`src/rtl/rvga_types_pkg.sv`:
```
// rvga_types_pkg: shared RV32I decode types.
//   rvga_reg        5-bit register specifier
//   rvga_word       32-bit data word
//   rvga_op_e       decoded operation class (ILLEGAL is encoding 0)
//   OPC_*           7-bit major opcodes
//   rvga_decoded_s  decoded instruction bundle
//   rvga_opcode_to_op / rvga_writes_rd  decode helpers
package rvga_types_pkg;

    typedef logic [4:0]  rvga_reg;
    typedef logic [31:0] rvga_word;

    typedef enum logic [3:0] {
        OP_ILLEGAL = 4'd0,
        OP_LUI     = 4'd1,
        OP_AUIPC   = 4'd2,
        OP_JAL     = 4'd3,
        OP_JALR    = 4'd4,
        OP_BRANCH  = 4'd5,
        OP_LOAD    = 4'd6,
        OP_STORE   = 4'd7,
        OP_OPIMM   = 4'd8,
        OP_OP      = 4'd9,
        OP_FENCE   = 4'd10,
        OP_SYSTEM  = 4'd11
    } rvga_op_e;

    localparam logic [6:0] OPC_LUI    = 7'b0110111;
    localparam logic [6:0] OPC_AUIPC  = 7'b0010111;
    localparam logic [6:0] OPC_JAL    = 7'b1101111;
    localparam logic [6:0] OPC_JALR   = 7'b1100111;
    localparam logic [6:0] OPC_BRANCH = 7'b1100011;
    localparam logic [6:0] OPC_LOAD   = 7'b0000011;
    localparam logic [6:0] OPC_STORE  = 7'b0100011;
    localparam logic [6:0] OPC_OPIMM  = 7'b0010011;
    localparam logic [6:0] OPC_OP     = 7'b0110011;
    localparam logic [6:0] OPC_FENCE  = 7'b0001111;
    localparam logic [6:0] OPC_SYSTEM = 7'b1110011;

    typedef struct packed {
        rvga_word   pc;
        rvga_op_e   op;
        logic [2:0] funct3;
        logic       funct7b5;
        rvga_reg    rs1;
        rvga_reg    rs2;
        rvga_reg    rd;
        logic       rd_w_v;
        rvga_word   imm;
        logic       illegal;
    } rvga_decoded_s;

    // Any opcode whose low two bits are not 2'b11 misses every constant
    // above and falls into the ILLEGAL class.
    function automatic rvga_op_e rvga_opcode_to_op(input logic [6:0] opc);
        rvga_op_e op;
        case (opc)
            OPC_LUI:    op = OP_LUI;
            OPC_AUIPC:  op = OP_AUIPC;
            OPC_JAL:    op = OP_JAL;
            OPC_JALR:   op = OP_JALR;
            OPC_BRANCH: op = OP_BRANCH;
            OPC_LOAD:   op = OP_LOAD;
            OPC_STORE:  op = OP_STORE;
            OPC_OPIMM:  op = OP_OPIMM;
            OPC_OP:     op = OP_OP;
            OPC_FENCE:  op = OP_FENCE;
            OPC_SYSTEM: op = OP_SYSTEM;
            default:    op = OP_ILLEGAL;
        endcase
        return op;
    endfunction

    function automatic logic rvga_writes_rd(input rvga_op_e op);
        return (op == OP_LUI)  || (op == OP_AUIPC) || (op == OP_JAL) ||
               (op == OP_JALR) || (op == OP_LOAD)  || (op == OP_OPIMM) ||
               (op == OP_OP);
    endfunction

endpackage

```
`src/rtl/rdecode_imm_gen.sv`:
```
// rdecode_imm_gen: purely combinational RV32I immediate generator.
//   instr_i  in  32  raw instruction word
//   imm_o    out 32  immediate for the instruction's format, sign-extended
//                    from instr[31]; 0 for R-type, FENCE, SYSTEM, illegal
module rdecode_imm_gen
    import rvga_types_pkg::*;
(
    input  logic [31:0] instr_i,
    output logic [31:0] imm_o
);

    logic signed [31:0] imm_i_fmt;
    logic signed [31:0] imm_s_fmt;
    logic signed [31:0] imm_b_fmt;
    logic signed [31:0] imm_u_fmt;
    logic signed [31:0] imm_j_fmt;

    assign imm_i_fmt = {{20{instr_i[31]}}, instr_i[31:20]};
    assign imm_s_fmt = {{20{instr_i[31]}}, instr_i[31:25], instr_i[11:7]};
    assign imm_b_fmt = {{19{instr_i[31]}}, instr_i[31], instr_i[7],
                        instr_i[30:25], instr_i[11:8], 1'b0};
    assign imm_u_fmt = {instr_i[31:12], 12'b0};
    assign imm_j_fmt = {{11{instr_i[31]}}, instr_i[31], instr_i[19:12],
                        instr_i[20], instr_i[30:21], 1'b0};

    // Shift-immediates keep the plain I-format value; funct7 bits stay in it.
    always_comb begin
        imm_o = '0;
        case (instr_i[6:0])
            OPC_LUI, OPC_AUIPC:           imm_o = imm_u_fmt;
            OPC_JAL:                      imm_o = imm_j_fmt;
            OPC_JALR, OPC_LOAD, OPC_OPIMM: imm_o = imm_i_fmt;
            OPC_BRANCH:                   imm_o = imm_b_fmt;
            OPC_STORE:                    imm_o = imm_s_fmt;
            default:                      imm_o = '0;
        endcase
    end

endmodule

```
`src/rtl/rdecode_stage.sv`:
```
// rdecode_stage: registered RV32I decode stage between fetch and register fetch.
//   clk_i, rst_i                   clock, synchronous active-high reset
//   flush_i                        drop all held and incoming instructions
//   fetch_v_i / fetch_ready_o      upstream handshake
//   fetch_pc_i, fetch_instr_i      offered PC and instruction word
//   dec_v_o / dec_ready_i          downstream handshake
//   dec_pc_o, dec_op_o, dec_funct3_o, dec_funct7b5_o,
//   rs1_o, rs2_o, rd_o, rd_w_v_o, imm_o, illegal_o   decoded bundle
// Optional build macro RVGA_DECODE_SKID_EN adds a one-entry skid buffer so
// fetch_ready_o is a flop output with no path from dec_ready_i.
// pc_width_p must not exceed 32.
module rdecode_stage
    import rvga_types_pkg::*;
#(
    parameter int pc_width_p = 32
) (
    input  logic                  clk_i,
    input  logic                  rst_i,
    input  logic                  flush_i,
    input  logic                  fetch_v_i,
    output logic                  fetch_ready_o,
    input  logic [pc_width_p-1:0] fetch_pc_i,
    input  logic [31:0]           fetch_instr_i,
    output logic                  dec_v_o,
    input  logic                  dec_ready_i,
    output logic [pc_width_p-1:0] dec_pc_o,
    output rvga_op_e              dec_op_o,
    output logic [2:0]            dec_funct3_o,
    output logic                  dec_funct7b5_o,
    output rvga_reg               rs1_o,
    output rvga_reg               rs2_o,
    output rvga_reg               rd_o,
    output logic                  rd_w_v_o,
    output rvga_word              imm_o,
    output logic                  illegal_o
);

    rvga_decoded_s new_dec;
    rvga_word      new_imm;
    rvga_op_e      new_op;

    rvga_decoded_s main_q, main_d;
    logic          main_v_q, main_v_d;
    logic          accept;
    logic          drain;

    // ---- decode (combinational on the offered word) ----
    rdecode_imm_gen u_imm_gen (
        .instr_i (fetch_instr_i),
        .imm_o   (new_imm)
    );

    assign new_op = rvga_opcode_to_op(fetch_instr_i[6:0]);

    always_comb begin
        new_dec          = '0;
        new_dec.pc       = rvga_word'(fetch_pc_i);
        new_dec.op       = new_op;
        new_dec.funct3   = fetch_instr_i[14:12];
        new_dec.funct7b5 = fetch_instr_i[30];
        new_dec.rs1      = fetch_instr_i[19:15];
        new_dec.rs2      = fetch_instr_i[24:20];
        new_dec.rd       = fetch_instr_i[11:7];
        new_dec.rd_w_v   = rvga_writes_rd(new_op) && (fetch_instr_i[11:7] != 5'd0);
        new_dec.imm      = new_imm;
        new_dec.illegal  = (new_op == OP_ILLEGAL);
    end

    assign drain = main_v_q && dec_ready_i;

`ifdef RVGA_DECODE_SKID_EN
    rvga_decoded_s skid_q, skid_d;
    logic          skid_v_q, skid_v_d;

    // The skid can only be occupied while the main entry is, so a free skid
    // always leaves room for one more instruction.
    assign fetch_ready_o = !skid_v_q;
    assign accept        = fetch_v_i && fetch_ready_o;

    always_comb begin
        main_d   = main_q;
        main_v_d = main_v_q;
        skid_d   = skid_q;
        skid_v_d = skid_v_q;
        if (drain) begin
            if (skid_v_q) begin
                main_d   = skid_q;
                skid_v_d = 1'b0;
            end else if (accept) begin
                main_d   = new_dec;
            end else begin
                main_v_d = 1'b0;
            end
        end else if (accept) begin
            if (main_v_q) begin
                skid_d   = new_dec;
                skid_v_d = 1'b1;
            end else begin
                main_d   = new_dec;
                main_v_d = 1'b1;
            end
        end
        if (flush_i) begin
            main_v_d = 1'b0;
            skid_v_d = 1'b0;
        end
    end

    // ---- skid register ----
    always_ff @(posedge clk_i) begin
        if (rst_i) begin
            skid_q   <= '0;
            skid_v_q <= 1'b0;
        end else begin
            skid_q   <= skid_d;
            skid_v_q <= skid_v_d;
        end
    end
`else
    assign fetch_ready_o = !main_v_q || dec_ready_i;
    assign accept        = fetch_v_i && fetch_ready_o;

    always_comb begin
        main_d   = main_q;
        main_v_d = main_v_q;
        if (accept) begin
            main_d   = new_dec;
            main_v_d = 1'b1;
        end else if (drain) begin
            main_v_d = 1'b0;
        end
        if (flush_i) begin
            main_v_d = 1'b0;
        end
    end
`endif

    // ---- main output register ----
    always_ff @(posedge clk_i) begin
        if (rst_i) begin
            main_q   <= '0;
            main_v_q <= 1'b0;
        end else begin
            main_q   <= main_d;
            main_v_q <= main_v_d;
        end
    end

    assign dec_v_o        = main_v_q;
    assign dec_pc_o       = main_q.pc[pc_width_p-1:0];
    assign dec_op_o       = main_q.op;
    assign dec_funct3_o   = main_q.funct3;
    assign dec_funct7b5_o = main_q.funct7b5;
    assign rs1_o          = main_q.rs1;
    assign rs2_o          = main_q.rs2;
    assign rd_o           = main_q.rd;
    assign rd_w_v_o       = main_q.rd_w_v;
    assign imm_o          = main_q.imm;
    assign illegal_o      = main_q.illegal;

endmodule

```
`config.mk`:
```
export PLATFORM = sky130hd
export DESIGN_NAME = rdecode_stage
export DESIGN_NICKNAME = d
export VERILOG_FILES = /design/src/rtl/rvga_types_pkg.sv /design/src/rtl/rdecode_imm_gen.sv /design/src/rtl/rdecode_stage.sv
export SDC_FILE = /design/constraint.sdc
export NUM_CORES = 1
export LEC_CHECK = 0
export ABC_CLOCK_PERIOD_IN_PS = 2200
export CORE_MARGIN = 2
export CORE_UTILIZATION = 33
export CTS_BUF_LIST = sky130_fd_sc_hd__clkbuf_16
export DETAILED_ROUTE_END_ITERATION = 6
export PLACE_DENSITY = 0.74
export SLEW_MARGIN = 20
export SYNTH_ARGS = -nofsm -noshare
export SYNTH_HDL_FRONTEND = slang
export SYNTH_SLANG_ARGS = --single-unit
```
`constraint.sdc`:
```
create_clock -name clk_i -period 2.2 [get_ports clk_i]
set_input_delay 0.44 -clock clk_i [delete_from_list [all_inputs] [get_ports clk_i]]
set_output_delay 0.44 -clock clk_i [all_outputs]
set_load 0.01 [all_outputs]
```
==> impl_results.md <==
* Reg clk slew, reported paths at roughly 0.060 ns
* Fin crit share at between 90 and 100%
* Finish-stage setup viols at 0
* GRT Total Usage at 19.9%
* First-pass GRT wire length at around 20,000 µm
* Area Growth Syn to Fin at 56.1%
* Antenna violations before repair at 0
* GRT overflow at 0
* Status: finished clean
* Total power at 3.69 mW
* Seq cells post-synth at 90
* Clock skew at between 0.004 and 0.005 ns
* Reg2reg path depth at 4
* Worst EP required at 2.46 ns
* Final Critical Period at around 2.1 ns
* CP Max Fanout at 9
* Share of cells above drive strength 1 at 11.3%
* Hold endpoint: rs1_o[4]
* # IOs at 160
* WHS Path Cells at 2
* Setup bufs post-CTS at 0
* Max Clk Rate at 480 MHz
* Slew @ Worst Pin at 1.02 ns
* Top FF cell, synth: dfxtp_1
* Syn_area_per_cell at roughly 8.4 µm²
* Reg2reg setup slack at approximately 0.38 ns
* Min-delay src: rs1_o[4]
* Nets at about 690
* Post-Syn Instances at about 460
* Number of synthesized flops with an enable pin at 0
* CP peak stage delay at approximately 0.68 ns
* Die height at around 110 µm
* CTS sink cnt at 90
* Power per cell area at around 620 nW/µm²
* Clock buffer depth at 2
* Cell Chain, Critical Path: clkdlybuf4s50_1 -> nand4bb_1 -> o22ai_1 -> a222oi_1 -> a211oi_2
* Pin count of the biggest net entering global routing at 43
* Flop pwr share at a little under half
* Die width at around 110 µm
* Async set or reset register ratio after synthesis at 0%
* Worst slack, placed at -0.201 ns
* N_diodes at 0
* # port buffers at between 150 and 200
* Crit start category: input port
* Post-route setup TNS at 0 ns
* Syn_nets at roughly 530
* DR iter-0 viols at between 200 and 250
* Placeable core region at approximately 11,000 µm²
* Crit Path Category: input port to flop
* Via Count at ~4,000
* Slew Limit Fails at 0
* Critical Path End Type: flop
* CTS Hold Bufs at 0
* VDD IR max at roughly 0.36 mV
* Final worst setup slack at 0.118 ns
* Total CTS buffers at 9
* Yosys cell types at 50
* Placer congestion estimate at slightly below 0.9
* Unrepaired setup endpoints after global routing: false
* Combinational group share of total power at around 16%
* Worst-skew pair later-pin latency at between 0.3 and 0.4 ns
* Drt pass-1 iters at 4
* Vias in the first global route at 4,001
* Utilization after layout at 52.7%
* H-tree levels at 3
* Number of max-cap violations at 0
* CTS tree: built
* Routed Antenna Nets at 0
* Mapped Area at 3830 µm²
* CP arrival at about 2.3 ns
* Avg Vias per Cell at just over 5
* Post-route DRC at 0
* P_sw at 0.942 mW
* Root buffer cell: clkbuf_16
* Slowest cell on the critical path: clkdlybuf4s50_1
* Post-synthesis sequential area ratio at 47.0%
* Ys Warns at 0
* Slew HR at around 32%
* Int Power at 2.75 mW
* Fin. Hold Viols at 0
* Row cnt at 39
* LEAKAGE at roughly 2.2 nW
* Min-delay worst type: flop to flop
* DRT Wirelength at 12,300 µm
* CTS resizes at 0
* Clock power frac at between 30% and 40%
* Wire per inst at 15.9 µm
* Switching Share at roughly 26%
* HPWL after detailed placement at approximately 9000 µm
* Die area at between 10,000 and 15,000 µm²
* Initial Util at 33.7%
* FF-to-FF End: imm_o[28]
* R2r startpoint: dec_v_o
-- how the worst max path moves through the flow --
stage / to / slack, ns / depth (start not counted) / start
2_1_floorplan: imm_o[22] / 0.51 / 7 / fetch_instr_i[1]
3_3_place_gp: imm_o[25] / -0.1 / 5 / dec_ready_i
3_5_place_dp: imm_o[11] / -0.20 / 5 / dec_ready_i
4_1_cts: fetch_ready_o / 0.15 / 3 / dec_ready_i
5_1_grt: imm_o[25] / 0.02 / 5 / dec_ready_i
6_report: imm_o[2] / 0.12 / 5 / fetch_instr_i[0]
-- sequential cells by signal, summed over array words and instances (netlist names) --
name / cells
dec_pc_o: 32
imm_o: 32
rd_o: 5
rs1_o: 5
rs2_o: 5
dec_op_o: 4
dec_funct3_o: 3
dec_funct7b5_o: 1
dec_v_o: 1
illegal_o: 1
rd_w_v_o: 1
-- routing by layer --
metal  global-route usage [%]  part of all wire (%)  vias to the layer above
met1                     24.0                    42                     1885
met5                        0                     0                        -
li1                         -                     -                     1938
met4                     7.24                   2.1                        0
met2                     33.9                    49                      134
met3                     5.77                   6.9                       22
-- power by group through the flow --
stage	clock network, mW	registers [mW]	logic (mW)
2_1_floorplan	0	1.78	0.210
3_3_place_gp	0	1.75	0.576
3_5_place_dp	0	1.76	0.584
4_1_cts	1.43	1.72	0.587
5_1_grt	1.50	1.73	0.632
6_report	1.39	1.72	0.584
-- worst max-delay path, delay by kind of cell --
kind                   cells  cell delay (ns)
AOI/OAI and AO/OA          3             0.86
buffers and inverters      1             0.68
and+or+nand+nor            1             0.36
-- cell type report --
type / count / area, µm²
Sequential cell: 90 / 1800
Inverter: 4 / 15.0
Clock buffer: 9 / 225
Multi-Input combinational cell: 321 / 1810
Tap cell: 143 / 179
Fill cell: 1096 / 5380
Timing Repair Buffer: 196 / 1910
Clock inverter: 7 / 37.5
-- kinds of logic after synthesis --
family / synth area share [%]
AND/OR/NAND/NOR: 22.8
flip-flops: 47.0
buffers and inverters: 5.81
AO/OA/AOI/OAI: 24.4
-- cells in the final DEF (no fill, tap or decap), types with 3 or more instances in the layout --
master,count
a211oi_1,4
a211oi_2,10
o22ai_1,3
nand4_1,3
nor3_1,3
clkbuf_16,9
a221oi_1,8
o21ai_0,3
clkdlybuf4s50_1,158
dfxtp_1,90
buf_4,33
nor2_1,8
nand2_1,129
buf_12,4
o211ai_1,8
inv_1,6
nand3_1,25
a222oi_1,4
nand2b_1,3
a22o_1,13
a21oi_1,63
-- cell usage after synthesis (all sizes together) (2+ instances only) --
cell type / n / area (µm²)
nor2: 8 / 30.0
a31oi: 2 / 12.5
nor3: 3 / 15.0
a222oi: 4 / 40.0
a22o: 13 / 114
dfxtp: 90 / 1800
nand3b: 2 / 27.5
nand2b: 3 / 18.8
o211ai: 8 / 60.1
clkbuf: 18 / 67.6
a211oi: 14 / 155
a21oi: 63 / 315
a32o: 2 / 20.0
o21ai: 4 / 23.8
nor3b: 2 / 20.0
a221oi: 8 / 70.1
nor4: 3 / 33.8
buf: 24 / 140
a211o: 2 / 17.5
o22ai: 3 / 18.8
a2111oi: 2 / 36.3
nand4: 3 / 18.8
nand2: 130 / 488
inv: 4 / 15.0
nand3: 25 / 125
nor2b: 2 / 12.5
-- stage by stage --
stage / hold slack (ns) / area (µm²) / cells
floorplan: 0.476 / 3830 / 457
global placement: 0.442 / 5720 / 754
detailed placement: 0.448 / 5720 / 754
CTS: 0.457 / 5990 / 770
global route: 0.474 / 5990 / 770
finish: 0.453 / 5990 / 770
Note: power is estimated with default switching activity, not from simulation.
